**config.mk**
```make
export PLATFORM = sky130hd
export DESIGN_NAME = mario_motion
export DESIGN_NICKNAME = d
export VERILOG_FILES = /design/src/rtl/mario_motion.sv
export SDC_FILE = /design/constraint.sdc
export NUM_CORES = 1
export LEC_CHECK = 0
export ABC_CLOCK_PERIOD_IN_PS = 6000
export CAP_MARGIN = 20
export CORE_MARGIN = 3
export CORE_UTILIZATION = 40
export CTS_BUF_LIST = sky130_fd_sc_hd__clkbuf_16
export DETAILED_ROUTE_END_ITERATION = 10
export SLEW_MARGIN = 20
export SYNTH_ARGS = -nofsm -noshare
export SYNTH_HDL_FRONTEND = slang
export SYNTH_SLANG_ARGS = --single-unit
```
**constraint.sdc**
```tcl
create_clock -name Clk -period 6 [get_ports Clk]
set_input_delay 1.2 -clock Clk [delete_from_list [all_inputs] [get_ports Clk]]
set_output_delay 1.2 -clock Clk [all_outputs]
set_load 0.03 [all_outputs]
```
**src/rtl/mario_motion.sv**
```systemverilog
// mario_motion: per-frame player motion controller feeding the colour mapper.
// Turns the current keycode into the sprite top-left position (MarioX, MarioY)
// and facing direction once per video frame. Frames are detected from the
// rising edge of the VGA vsync (frame_clk), which is asynchronous to Clk.
// Handles walking, jumping, gravity, ground landing and screen clamping.
//
// Optional build macro: WALK_ANIM_EN
//   defined   -> a 3-bit tick divider drives a 0,1,2 walk animation index
//   undefined -> walk_frame is tied to 0

module mario_motion #(
    parameter int          X_START   = 100,
    parameter int          GROUND_Y  = 400,
    parameter int          SIZE      = 16,
    parameter int          SCREEN_W  = 640,
    parameter int          X_STEP    = 2,
    parameter int          JUMP_V    = 12,
    parameter int          GRAVITY   = 1,
    parameter logic [7:0]  KEY_RIGHT = 8'h07,
    parameter logic [7:0]  KEY_LEFT  = 8'h04,
    parameter logic [7:0]  KEY_JUMP  = 8'h1A
) (
    input  logic        Clk,
    input  logic        Reset,
    input  logic        frame_clk,
    input  logic [7:0]  keycode,
    output logic [9:0]  MarioX,
    output logic [9:0]  MarioY,
    output logic        facing_left,
    output logic        airborne,
    output logic [1:0]  walk_frame
);

    typedef enum logic [1:0] {
        GROUND  = 2'd0,
        RISING  = 2'd1,
        FALLING = 2'd2
    } state_t;

    // Constants in the 12-bit signed domain used for all position math, so
    // subtraction below zero is visible as a negative value, never a wrap.
    localparam logic signed [11:0] C_GROUND    = 12'(GROUND_Y);
    localparam logic signed [11:0] C_X_MAX     = 12'(SCREEN_W - SIZE);
    localparam logic signed [11:0] C_X_STEP    = 12'(X_STEP);
    localparam logic signed [7:0]  C_GRAVITY   = 8'(GRAVITY);
    localparam logic signed [7:0]  C_VY_LAUNCH = 8'(-JUMP_V);
    localparam logic [9:0]         C_X_RESET   = 10'(X_START);
    localparam logic [9:0]         C_Y_GROUND  = 10'(GROUND_Y);
    localparam logic [9:0]         C_X_MAX_U   = 10'(SCREEN_W - SIZE);

    // frame boundary detection
    logic r_sync1;
    logic r_sync2;
    logic r_hist;
    logic w_tick;

    // motion state
    state_t             r_state;
    logic [9:0]         r_x;
    logic [9:0]         r_y;
    logic signed [7:0]  r_vy;
    logic               r_facing;
    logic               r_air;

    // next-state values
    state_t             w_state_nxt;
    logic [9:0]         w_x_nxt;
    logic [9:0]         w_y_nxt;
    logic signed [7:0]  w_vy_nxt;
    logic               w_facing_nxt;

    // arithmetic helpers
    logic signed [11:0] w_x_s;
    logic signed [11:0] w_x_add;
    logic signed [11:0] w_x_sub;
    logic signed [11:0] w_y_s;
    logic signed [11:0] w_vy_s;
    logic signed [11:0] w_ny;
    logic signed [7:0]  w_nv;
    logic               w_key_walk;

    assign w_tick     = r_sync2 & ~r_hist;
    assign w_key_walk = (keycode == KEY_LEFT) || (keycode == KEY_RIGHT);

    assign w_x_s   = $signed({2'b00, r_x});
    assign w_x_add = w_x_s + C_X_STEP;
    assign w_x_sub = w_x_s - C_X_STEP;
    assign w_y_s   = $signed({2'b00, r_y});
    assign w_vy_s  = $signed({{4{r_vy[7]}}, r_vy});
    assign w_ny    = w_y_s + w_vy_s;
    assign w_nv    = r_vy + C_GRAVITY;

    // Two-flop synchroniser for vsync plus a history flop for edge detection.
    always_ff @(posedge Clk or posedge Reset) begin
        if (Reset) begin
            r_sync1 <= 1'b0;
            r_sync2 <= 1'b0;
            r_hist  <= 1'b0;
        end else begin
            r_sync1 <= frame_clk;
            r_sync2 <= r_sync1;
            r_hist  <= r_sync2;
        end
    end

    // Next-state: horizontal walk with clamping, then the jump/gravity FSM.
    always_comb begin
        w_state_nxt  = r_state;
        w_x_nxt      = r_x;
        w_y_nxt      = r_y;
        w_vy_nxt     = r_vy;
        w_facing_nxt = r_facing;

        if (keycode == KEY_RIGHT) begin
            w_x_nxt      = (w_x_add > C_X_MAX) ? C_X_MAX_U : w_x_add[9:0];
            w_facing_nxt = 1'b0;
        end else if (keycode == KEY_LEFT) begin
            w_x_nxt      = (w_x_sub < 12'sd0) ? 10'd0 : w_x_sub[9:0];
            w_facing_nxt = 1'b1;
        end

        case (r_state)
            GROUND: begin
                // Y stays on the ground on the launch tick as well
                w_y_nxt  = C_Y_GROUND;
                w_vy_nxt = 8'sd0;
                if (keycode == KEY_JUMP) begin
                    w_vy_nxt    = C_VY_LAUNCH;
                    w_state_nxt = RISING;
                end
            end
            RISING, FALLING: begin
                // jump key is deliberately ignored while airborne
                if (w_ny >= C_GROUND) begin
                    w_y_nxt     = C_Y_GROUND;
                    w_vy_nxt    = 8'sd0;
                    w_state_nxt = GROUND;
                end else if (w_ny < 12'sd0) begin
                    // hit the ceiling: kill upward speed and start falling
                    w_y_nxt     = 10'd0;
                    w_vy_nxt    = 8'sd0;
                    w_state_nxt = FALLING;
                end else begin
                    w_y_nxt     = w_ny[9:0];
                    w_vy_nxt    = w_nv;
                    w_state_nxt = w_nv[7] ? RISING : FALLING;
                end
            end
            default: begin
                w_y_nxt     = C_Y_GROUND;
                w_vy_nxt    = 8'sd0;
                w_state_nxt = GROUND;
            end
        endcase
    end

    // State register: everything advances only on the frame tick.
    always_ff @(posedge Clk or posedge Reset) begin
        if (Reset) begin
            r_state  <= GROUND;
            r_x      <= C_X_RESET;
            r_y      <= C_Y_GROUND;
            r_vy     <= 8'sd0;
            r_facing <= 1'b0;
            r_air    <= 1'b0;
        end else if (w_tick) begin
            r_state  <= w_state_nxt;
            r_x      <= w_x_nxt;
            r_y      <= w_y_nxt;
            r_vy     <= w_vy_nxt;
            r_facing <= w_facing_nxt;
            r_air    <= (w_state_nxt != GROUND);
        end
    end

`ifdef WALK_ANIM_EN
    logic [2:0] r_div;
    logic [1:0] r_walk;

    // Walk animation: advance 0,1,2 every 8 ticks while walking on the ground.
    always_ff @(posedge Clk or posedge Reset) begin
        if (Reset) begin
            r_div  <= 3'd0;
            r_walk <= 2'd0;
        end else if (w_tick) begin
            if ((r_state == GROUND) && w_key_walk) begin
                r_div <= r_div + 3'd1;
                if (r_div == 3'd7) begin
                    r_walk <= (r_walk == 2'd2) ? 2'd0 : (r_walk + 2'd1);
                end
            end else begin
                r_div  <= 3'd0;
                r_walk <= 2'd0;
            end
        end
    end

    assign walk_frame = r_walk;
`else
    logic w_unused_walk;
    assign w_unused_walk = w_key_walk;
    assign walk_frame    = 2'b00;
`endif

    assign MarioX      = r_x;
    assign MarioY      = r_y;
    assign facing_left = r_facing;
    assign airborne    = r_air;

endmodule

```
# After elaboration in Yosys (flattened, before gate mapping)
# Cells that the tools add are included.
[word_totals]
register_bits = 35
output_inout_bits = 24
[op_classes]
add_sub_neg = 4
order_cmp = 4
n_eq_ne = 5
n_mux = 18
n_bitwise = 2
n_reduce_logical = 5
[op_table]
columns = ["operator", "n"]
rows = [
  ["$mux 10", 7],
  ["$mux 8", 3],
  ["$eq 8x3->1 const B", 2],
  ["$pmux 8 s2", 1],
  ["$add 11x8->12", 1],
  ["$ge 12x10->1 const B", 1],
  ["$lt 12x1->1 const B", 1],
  ["$add 10x2->11 const B", 1],
  ["$gt 11x10->1 const B", 1],
  ["$lt 11x1->1 const B", 1],
  ["$sub 10x2->11 const B", 1],
  ["$add 8x2->8 const B", 1],
  ["$eq 8x5->1 const B", 1],
  ["$mux 2", 4],
  ["$pmux 2 s2", 1],
  ["$reduce_bool 2->1", 2],
  ["$eq 2x1->1 const B", 1],
  ["$eq 2x2->1 const B", 1],
  ["$logic_not 2->1", 1],
  ["$mux 1", 2],
  ["$reduce_and 2->1", 1],
  ["$reduce_or 2->1", 1],
  ["$and 1x1->1", 1],
  ["$not 1->1", 1],
]

# Logic depth before layout (Yosys ltp)
# Gate-level depths: netlist of run 1.
[logic_depth]
ltp_word = 6
mapped_depth = 10
depth_no_buf = 9

# Worst setup path before layout of run 1
# Ideal clock, no wire load.
[synth_timing]
path_type = "input to register"
startpoint = "input port keycode[5]"
endpoint = "register r_x[4] (netlist: MarioX[4])"
arrival_ns = 2.670
t_required_ns = 5.875
slack_ns = 3.206
path_stages = 7
path_buffers = 0
cell_sequence = "nor3_1 > nand4_1 > o21ai_2 > nor2_1 > o31ai_1 > o21ai_1 > mux2_2"
[synth_via]
elab_chain_len = 3
[synth_lines]
columns = ["element", "line_no", "text"]
rows = [
  ["start: declaration", "26", "input logic [7:0] keycode,"],
  ["$eq 8x3->1, on equally long branches", "114, 117", ""],
  ["$reduce_bool 2->1 (no line)", "-", ""],
  ["$reduce_and 2->1 (no line)", "-", ""],
  ["end signal: assignment", "168", "r_x <= w_x_nxt;"],
  ["end: declaration", "59", "logic [9:0] r_x;"],
]
# Parallel ways exist; a longest one is shown, timed or not.
# A chain may end at the register's enable or synchronous reset.

# Worst setup path in the final report of run 1
[layout_timing]
startpoint = "input port keycode[5]"
endpoint = "register r_x[5] (netlist: MarioX[5])"
# Same word-level chain as after synthesis.

==> results of run 1 <==
-- layout make-up --
type	count	area, µm²	area share
Sequential cell	34	858	0.258
Clock inverter	3	11.3	0.00338
Clock buffer	5	125	0.0376
Inverter	15	56.3	0.0169
Multi-Input combinational cell	272	1830	0.548
Timing Repair Buffer	34	333	0.100
Tap cell	96	120	0.0361
-- worst max-delay path, stage by stage --
cell and delay, ns:
clkdlybuf4s50_1 0.40, nor3_1 0.45, nand4_1 0.69, a221o_1 0.50, a22oi_1 0.14, o31ai_1 0.09
-- final timing paths --
path                            start   endpoint  slack [ns]  cells past startpoint
max                        keycode[5]  MarioX[5]        2.69                      6
min                           r_sync1    r_sync2        0.36                      0
max reg2reg                   r_vy[0]  MarioY[4]        2.93                      9
min reg2reg                   r_sync1    r_sync2        0.36                      0
max in group asynchronous       Reset  MarioX[6]        4.32                      3
min in group asynchronous       Reset    r_sync1        1.33                      3
-- cell usage after synthesis, types with 3 or more instances --
library cell and number:
dfrtp_1 28, nand4_1 9, a21oi_1 16, mux2_2 3, nand3_1 19, dfstp_2 6
nor2_1 34, a32oi_1 3, a211oi_1 3, clkbuf_1 14, ha_1 16, nand2b_1 6
nand2_1 33, xnor2_1 6, and4_1 3, o21a_1 5, o21ai_1 7, buf_2 3
o31a_1 3, nand4b_1 3, nand3b_1 3, o31ai_2 4, buf_4 3, o22ai_1 3
o31ai_1 7, and2_1 3, inv_1 15, o21ai_0 20, nor3_1 13, mux2i_1 3
-- logic make-up after synthesis --
logic type | count (synthesis) | synth area share
AOI/OAI and AO/OA | 96 | 0.249
xor gates and xnor gates | 7 | 0.0216
adders and majority gates | 17 | 0.0777
buffers and inverters | 36 | 0.0556
DFF | 34 | 0.303
muxes | 8 | 0.0358
other | 1 | 0.00132
and+or+nand+nor | 141 | 0.256
-- stage by stage --
stage	area (µm²)	hold slack [ns]	setup slack (ns)	std cells	utilization
3_5_place_dp	3190	0.354	2.42	451	0.467
3_3_place_gp	3190	0.334	2.49	451	0.467
2_1_floorplan	2840	0.331	3.21	342	-
4_1_cts	3330	0.366	2.71	459	0.487
5_1_grt	3330	0.367	2.48	459	0.487
6_report	3330	0.358	2.69	459	0.487
-- routing by layer --
layer	vias up	global-route usage	share of wire
li1	1297	-	-
met1	1237	0.210	0.48
met2	34	0.301	0.49
met3	5	0.0318	0.022
met4	0	0.0383	0.0062
met5	-	0	0
-- report_power, final --
| part | total, mW | leakage (nW) | switching, mW | internal (mW) |
|---|---|---|---|---|
| combinational | 0.114 | 0.824 | 0.0664 | 0.0480 |
| clock | 0.245 | 0.0663 | 0.0959 | 0.149 |
| sequential | 0.250 | 0.433 | 0.00999 | 0.240 |
| total | 0.610 | 1.32 | 0.172 | 0.438 |
-- flip-flops by register name (all words and copies together) (netlist names) --
register and flops:
airborne 1, r_hist 1, facing_left 1, r_sync1 1, MarioX 9, r_sync2 1, r_vy 8, r_state 2
MarioY 10
==> metrics.cfg, run 1 <==
[timing]
fin_crit_ns=3.31
finalHoldViolCount=0
setup_viol=0
worst_pin_slew_ns=0.715
max_freq_mhz=302
finalCritPeriodShare=0.551
slew_viol_final=0
relSlewSlack=0.522
fin_skew_ns=0.00482
rsz0062_at_grt=false
finalSetupTns_ns=0

[synth]
ys_seq_area_frac=0.303
ys_seq_elements=34
netlist_area_um2=2830
yosysTopAreaCell=dfrtp_1
synth_area_leaders=dfrtp_1 (25%), ha_1 (7.1%), dfstp_2 (5.6%), nor2_1 (4.5%), nand2_1 (4.4%)
synth_ff_type=dfrtp_1
synth_cells=340
async_flop_share=1.00
yosysWarnings=0
synth_cell_types=64
synth_edf_count=0
synth_top_area_frac=0.247
synth.avg_cell_area_um2=8.34

[final_layout]
fillers=679
final_cell_mix=nor2_1 (34), nand2_1 (33), clkdlybuf4s50_1 (31), dfrtp_1 (28), o21ai_0 (20)
drive_above_1_share=0.105
nNetsFinal=390
final_common_cell=nor2_1
n_antenna_cell=0
area_growth_pct=17.5

[run_status]
status=completed

[clocking]
cts_root_buffer=clkbuf_16
cts_tree=built
clk_pin_slew_worst_paths_ns=0.05
postCtsSetupRepairBufs=0
cts_buffers=5
cts_htree_levels=2
hold_buffers=0
cts_num_sinks=34
clkLatencyLatePin_ns=0.28
cts-resized-gates=0
cts.path.max_buffers=2

[global_route]
grt_pass1_wl_um=11600
antenna_found_initial=0
grt_usage=0.169
grt_max_degree=35
grt_overflow=0
grt_pass1_vias=2481

[placement]
place_congestion=0.840
io_buffers=31
dp_hpwl_um=4880

[detailed_routing]
drt-pass1-iter-count=4
wl_per_cell_um=14.9
vias=2573
wirelength_um=6830
route.detailed.drc=0
drt-initial-drc-count=104
ant_nets=0
via_per_inst=5.61

[die]
fp-row-count=30
coreArea_um2=6830
dieArea_um2=8130
start_util=0.415
die_h_um=90.2
die_w_um=90.2
ioPinCount=35

[worst_hold_path]
hold_path_class=flip-flop to flip-flop

[setup_path]
crit_type=input port to flip-flop
path_max_fanout=19
required_ns=6.18
cp_data_arrival_time_ns=3.49
endpoint_kind=flip-flop
crit_path_start_kind=input port

[power_and_ir_drop]
total_power_uw=610
power.leakage_nw=1.32
max-vdd-ir-drop_mv=0.100
p_per_area_nw_per_um2=183

[flow_run]
drv_cap=0

(Power assumes the default switching activity.)
==> inputs of run 2 (changes only) <==
ABC_CLOCK_PERIOD_IN_PS = 3500   (was 6000)
clock period = 3.5 ns   (was 6 ns; I/O delays follow)
==> metrics.cfg, run 2 (synthesized netlist as in run 1, its figures left out) <==
[run_status]
status=completed

[flow_run]
drv_cap=0  ; unchanged

[placement]
preCtsSetupSlack_ns=0.532  ; -1.89 ns
io_buffers=31  ; unchanged
dpl.cell_count=453  ; +0.44%
dp_hpwl_um=4940  ; +1.3%
place_congestion=0.842  ; +0.24%

[timing]
max_freq_mhz=336
finalSetupTns_ns=0  ; unchanged
finalCritPeriodShare=0.850
fin_skew_ns=0.00367  ; -0.00115 ns
rsz0062_at_grt=false
timing.final.ws_setup_ns=0.526  ; -2.17 ns
fin_crit_ns=2.97
setup_viol=0  ; unchanged
slew_viol_final=0  ; unchanged
worst_pin_slew_ns=0.551  ; -0.164 ns
holdWs_ns=0.347  ; -0.0110 ns
relSlewSlack=0.630  ; +0.108
finalHoldViolCount=0  ; unchanged

[setup_path]
worst-r2r-cell-count=9  ; unchanged
crit_type=flip-flop to flip-flop
required_ns=3.71  ; -2.47 ns
endpoint_kind=flip-flop
r2r_slack_ns=0.53  ; -2.40 ns
path_max_fanout=15  ; -4
crit_chain=ha_1 -> fa_1 -> a211o_1 -> and4_1 -> nor2_1 -> a221oi_2 -> mux2i_4 -> nand3b_4 -> o31a_1
rr_endpoint=MarioY[4]
critical_path.max_stage_delay_ns=0.45  ; -0.24 ns
crit_buf_inv=0  ; -1
crit_family=compound AO/OA/AOI/OAI gates
cp_data_arrival_time_ns=3.18  ; -0.31 ns
r2r-start=r_vy[0]
slowest_stage=fa_1
crit_path_start_kind=flip-flop

[detailed_routing]
wirelength_um=6880  ; +0.73%
ant_nets=0  ; unchanged
drt-pass1-iter-count=5  ; +1
route.detailed.drc=0  ; unchanged
via_per_inst=5.68  ; +1.3%
wl_per_cell_um=14.9  ; +0.30%
drt-initial-drc-count=132  ; +27%
vias=2619  ; +1.8%

[worst_hold_path]
min_path_cells=0  ; unchanged
min-delay-start=r_sync1
holdPathEnd=r_sync2
hold_path_class=flip-flop to flip-flop

[final_layout]
n_antenna_cell=0  ; unchanged
fin_cells=461  ; +0.44%
final_common_cell=nor2_1
area_growth_pct=18.9
seqCellArea_um2=858  ; unchanged
nNetsFinal=392  ; +0.51%
multi_input_area_um2=1830  ; unchanged
drive_above_1_share=0.112  ; +0.00765
final_cell_mix=nor2_1 (34), nand2_1 (33), clkdlybuf4s50_1 (31), dfrtp_1 (28), o21ai_0 (20)
fillers=665  ; -2.1%
largest_register_ffs=10  ; unchanged

[clocking]
cts_buffers=5  ; unchanged
cts_htree_levels=2  ; unchanged
cts_root_buffer=clkbuf_16
cts_tree=built
postCtsSetupRepairBufs=0  ; unchanged
cts.path.max_buffers=2  ; unchanged
cts-resized-gates=0  ; unchanged
hold_buffers=0  ; unchanged
cts_num_sinks=34  ; unchanged
clk_pin_slew_worst_paths_ns=0.05  ; about the same
clkLatencyLatePin_ns=0.28  ; about the same

[power_and_ir_drop]
p_per_area_nw_per_um2=332  ; +81%
max-vdd-ir-drop_mv=0.144  ; +44%
power.leakage_nw=1.35  ; +2.2%

[die]
start_util=0.415  ; unchanged
die_h_um=90.2  ; unchanged
die_w_um=90.2  ; unchanged
ioPinCount=35  ; unchanged
fp-row-count=30  ; unchanged
dieArea_um2=8130  ; unchanged
coreArea_um2=6830  ; unchanged

[global_route]
grt_usage=0.171  ; +0.00203
grt_pass1_vias=2398  ; -3.3%
antenna_found_initial=0  ; unchanged
grt_overflow=0  ; unchanged
grt_max_degree=35  ; unchanged
grt_pass1_wl_um=11600  ; -0.12%

run 2: cell type report:
cell class | count | share of cell area
Clock buffer | 5 | 0.0371
Clock inverter | 3 | 0.0111
Inverter | 15 | 0.0167
Multi-Input combinational cell | 272 | 0.542
Sequential cell | 34 | 0.255
Tap cell | 96 | 0.0356
Timing Repair Buffer | 36 | 0.103
run 2: worst max path at each step:
| stage | startpoint | to | slack [ns] | cells past startpoint |
|---|---|---|---|---|
| 2_1_floorplan | MarioY[0] | r_vy[3] | 0.72 | 10 |
| 3_3_place_gp | r_vy[0] | MarioY[4] | 0.58 | 9 |
| 3_5_place_dp | r_vy[0] | MarioY[4] | 0.53 | 9 |
| 4_1_cts | r_vy[0] | MarioY[4] | 0.53 | 9 |
| 5_1_grt | r_vy[0] | MarioY[4] | 0.38 | 9 |
| 6_report | r_vy[0] | MarioY[4] | 0.53 | 9 |
run 2: where the power goes:
part | switching, mW | internal (mW) | leakage [nW]
Sequential | 0.0172 | 0.412 | 0.433
Clock | 0.162 | 0.330 | 0.0864
Combinational | 0.116 | 0.0835 | 0.833
Total | 0.295 | 0.826 | 1.35
run 2: stage by stage:
step	instance area (µm²)	power (mW)	utilization
floorplan	2840	0.573	-
global placement	3210	0.632	0.470
detailed placement	3210	0.634	0.470
CTS	3370	1.14	0.493
global route	3370	1.17	0.493
finish	3370	1.12	0.493
run 2: metal layers:
metal  GRT usage  up-vias  part of all wire
met1       0.222     1240              0.46
met5           0        -                 0
li1            -     1299                 -
met3      0.0343       14             0.042
met2       0.280       66              0.48
met4      0.0638        0             0.020
==> inputs of run 3 (changes only) <==
ABC_CLOCK_PERIOD_IN_PS = 2900   (was 3500)
clock period = 2.9 ns   (was 3.5 ns; I/O delays follow)
==> metrics.cfg, run 3 (synthesized netlist as in run 1, its figures left out) <==
[run_status]
status=completed

[detailed_routing]
ant_nets=0  ; unchanged
via_per_inst=5.67  ; -0.19%
wirelength_um=7110  ; +3.4%
wl_per_cell_um=15.2  ; +2.1%
drt-initial-drc-count=131  ; -0.76%
drt-pass1-iter-count=5  ; unchanged
vias=2648  ; +1.1%
route.detailed.drc=0  ; unchanged

[global_route]
grt_usage=0.175  ; +0.00418
grt_pass1_vias=2493  ; +4.0%
antenna_found_initial=0  ; unchanged
grt_pass1_wl_um=12000  ; +3.0%
grt_max_degree=35  ; unchanged
grt_overflow=0  ; unchanged

[clocking]
cts_buffers=5  ; unchanged
clkLatencyLatePin_ns=0.28  ; about the same
cts.path.max_buffers=2  ; unchanged
hold_buffers=0  ; unchanged
cts_num_sinks=34  ; unchanged
cts_tree=built
cts_root_buffer=clkbuf_16
clk_pin_slew_worst_paths_ns=0.05  ; about the same
cts_htree_levels=2  ; unchanged

[die]
die_w_um=90.2  ; unchanged
dieArea_um2=8130  ; unchanged
ioPinCount=35  ; unchanged
coreArea_um2=6830  ; unchanged
die_h_um=90.2  ; unchanged
start_util=0.415  ; unchanged
fp-row-count=30  ; unchanged

[setup_path]
r2r-start=r_vy[6]
r2r_slack_ns=0.20  ; -0.33 ns
path_max_fanout=8  ; -7
crit_type=flip-flop to flip-flop
cp_data_arrival_time_ns=2.91  ; -0.27 ns
crit_path_start_kind=flip-flop
required_ns=3.11  ; -0.60 ns
worst-r2r-cell-count=8  ; -1
endpoint_kind=flip-flop
rr_endpoint=MarioY[4]

[timing]
finalCritPeriodShare=0.931  ; +0.0814
finalHoldViolCount=0  ; unchanged
slew_viol_final=0  ; unchanged
relSlewSlack=0.576  ; -0.0538
worst_pin_slew_ns=0.634  ; +0.0836 ns
setup_viol=0  ; unchanged
fin_crit_ns=2.70  ; -0.274 ns
rsz0062_at_grt=false
timing.final.ws_setup_ns=0.199  ; -0.326 ns
finalSetupTns_ns=0  ; unchanged
max_freq_mhz=370  ; +10%
fin_skew_ns=0.00440  ; +0.000732 ns

[final_layout]
nNetsFinal=399  ; +1.8%
area_growth_pct=21.1
n_antenna_cell=0  ; unchanged
fin_cells=467  ; +1.3%
largest_register_ffs=10  ; unchanged
final_common_cell=nor2_1
final_cell_mix=nor2_1 (34), nand2_1 (33), clkdlybuf4s50_1 (31), dfrtp_1 (28), o21ai_0 (20)
drive_above_1_share=0.140  ; +0.0278

[worst_hold_path]
hold_path_class=flip-flop to flip-flop
holdPathEnd=r_sync2
min-delay-start=r_sync1
min_path_cells=0  ; unchanged

[power_and_ir_drop]
power.leakage_nw=1.39  ; +2.5%
max-vdd-ir-drop_mv=0.195  ; +35%
p_per_area_nw_per_um2=370  ; +11%

[placement]
place_congestion=0.870  ; +3.4%
preCtsSetupSlack_ns=0.0899  ; -0.442 ns
dp_hpwl_um=5030  ; +1.9%
io_buffers=31  ; unchanged
dpl.cell_count=458  ; +1.1%

[flow_run]
drv_cap=0  ; unchanged

[run 3: critical path, stage by stage, from the launching register on]
cell and delay [ns]:
dfrtp_1 0.44, ha_1 0.40, and2_1 0.23, and4_1 0.24, nor2_1 0.07, a221oi_2 0.33
mux2i_4 0.39, nand3b_4 0.21, o31a_1 0.31
[run 3: worst max path at each step]
stage / endpoint / slack (ns) / start
floorplan: r_vy[3] / 0.12 / MarioY[0]
global placement: MarioY[4] / 0.13 / MarioY[0]
detailed placement: MarioY[4] / 0.09 / MarioY[0]
CTS: MarioY[4] / 0.07 / MarioY[0]
global route: MarioY[4] / 0.02 / r_vy[7]
finish: MarioY[4] / 0.20 / r_vy[6]
[run 3: repair_timing]
| item | 4_1_cts | 5_1_grt |
|---|---|---|
| gates resized for setup | 0 | 6 |
| buffers inserted | 0 | 1 |
| endpoints found under the setup margin | 0 | 20 |
[run 3: routing by layer]
layer,routed length (µm),up-vias,track usage
met1,3290,1272,0.230
met3,202,4,0.0285
met2,3560,62,0.298
met5,0,-,0
met4,55,0,0.0446
li1,-,1310,-
[run 3: through the flow]
stage               power [mW]  instance area, µm²   util  hold WS [ns]
detailed placement       0.767                3250  0.475         0.337
global placement         0.765                3250  0.475         0.337
global route              1.33                3430  0.502         0.361
CTS                       1.27                3380  0.495         0.349
floorplan                0.691                2840      -         0.331
finish                    1.27                3430  0.502         0.347
[run 3: where the power goes]
part           switching (mW)  internal, mW  total, mW  leakage [nW]
Sequential             0.0197         0.497      0.517         0.433
Combinational           0.146         0.108      0.254         0.882
Clock                   0.193         0.307      0.499        0.0723
[run 3: area by class of cell]
type / count / area, µm²
clock buffers: 5 / 125
clock inverters: 2 / 7.51
fillers: 676 / 3400
inverters: 15 / 56.3
multi-input cells: 273 / 1870
flip-flops and latches: 34 / 858
well taps: 96 / 120
repair buffers: 42 / 393
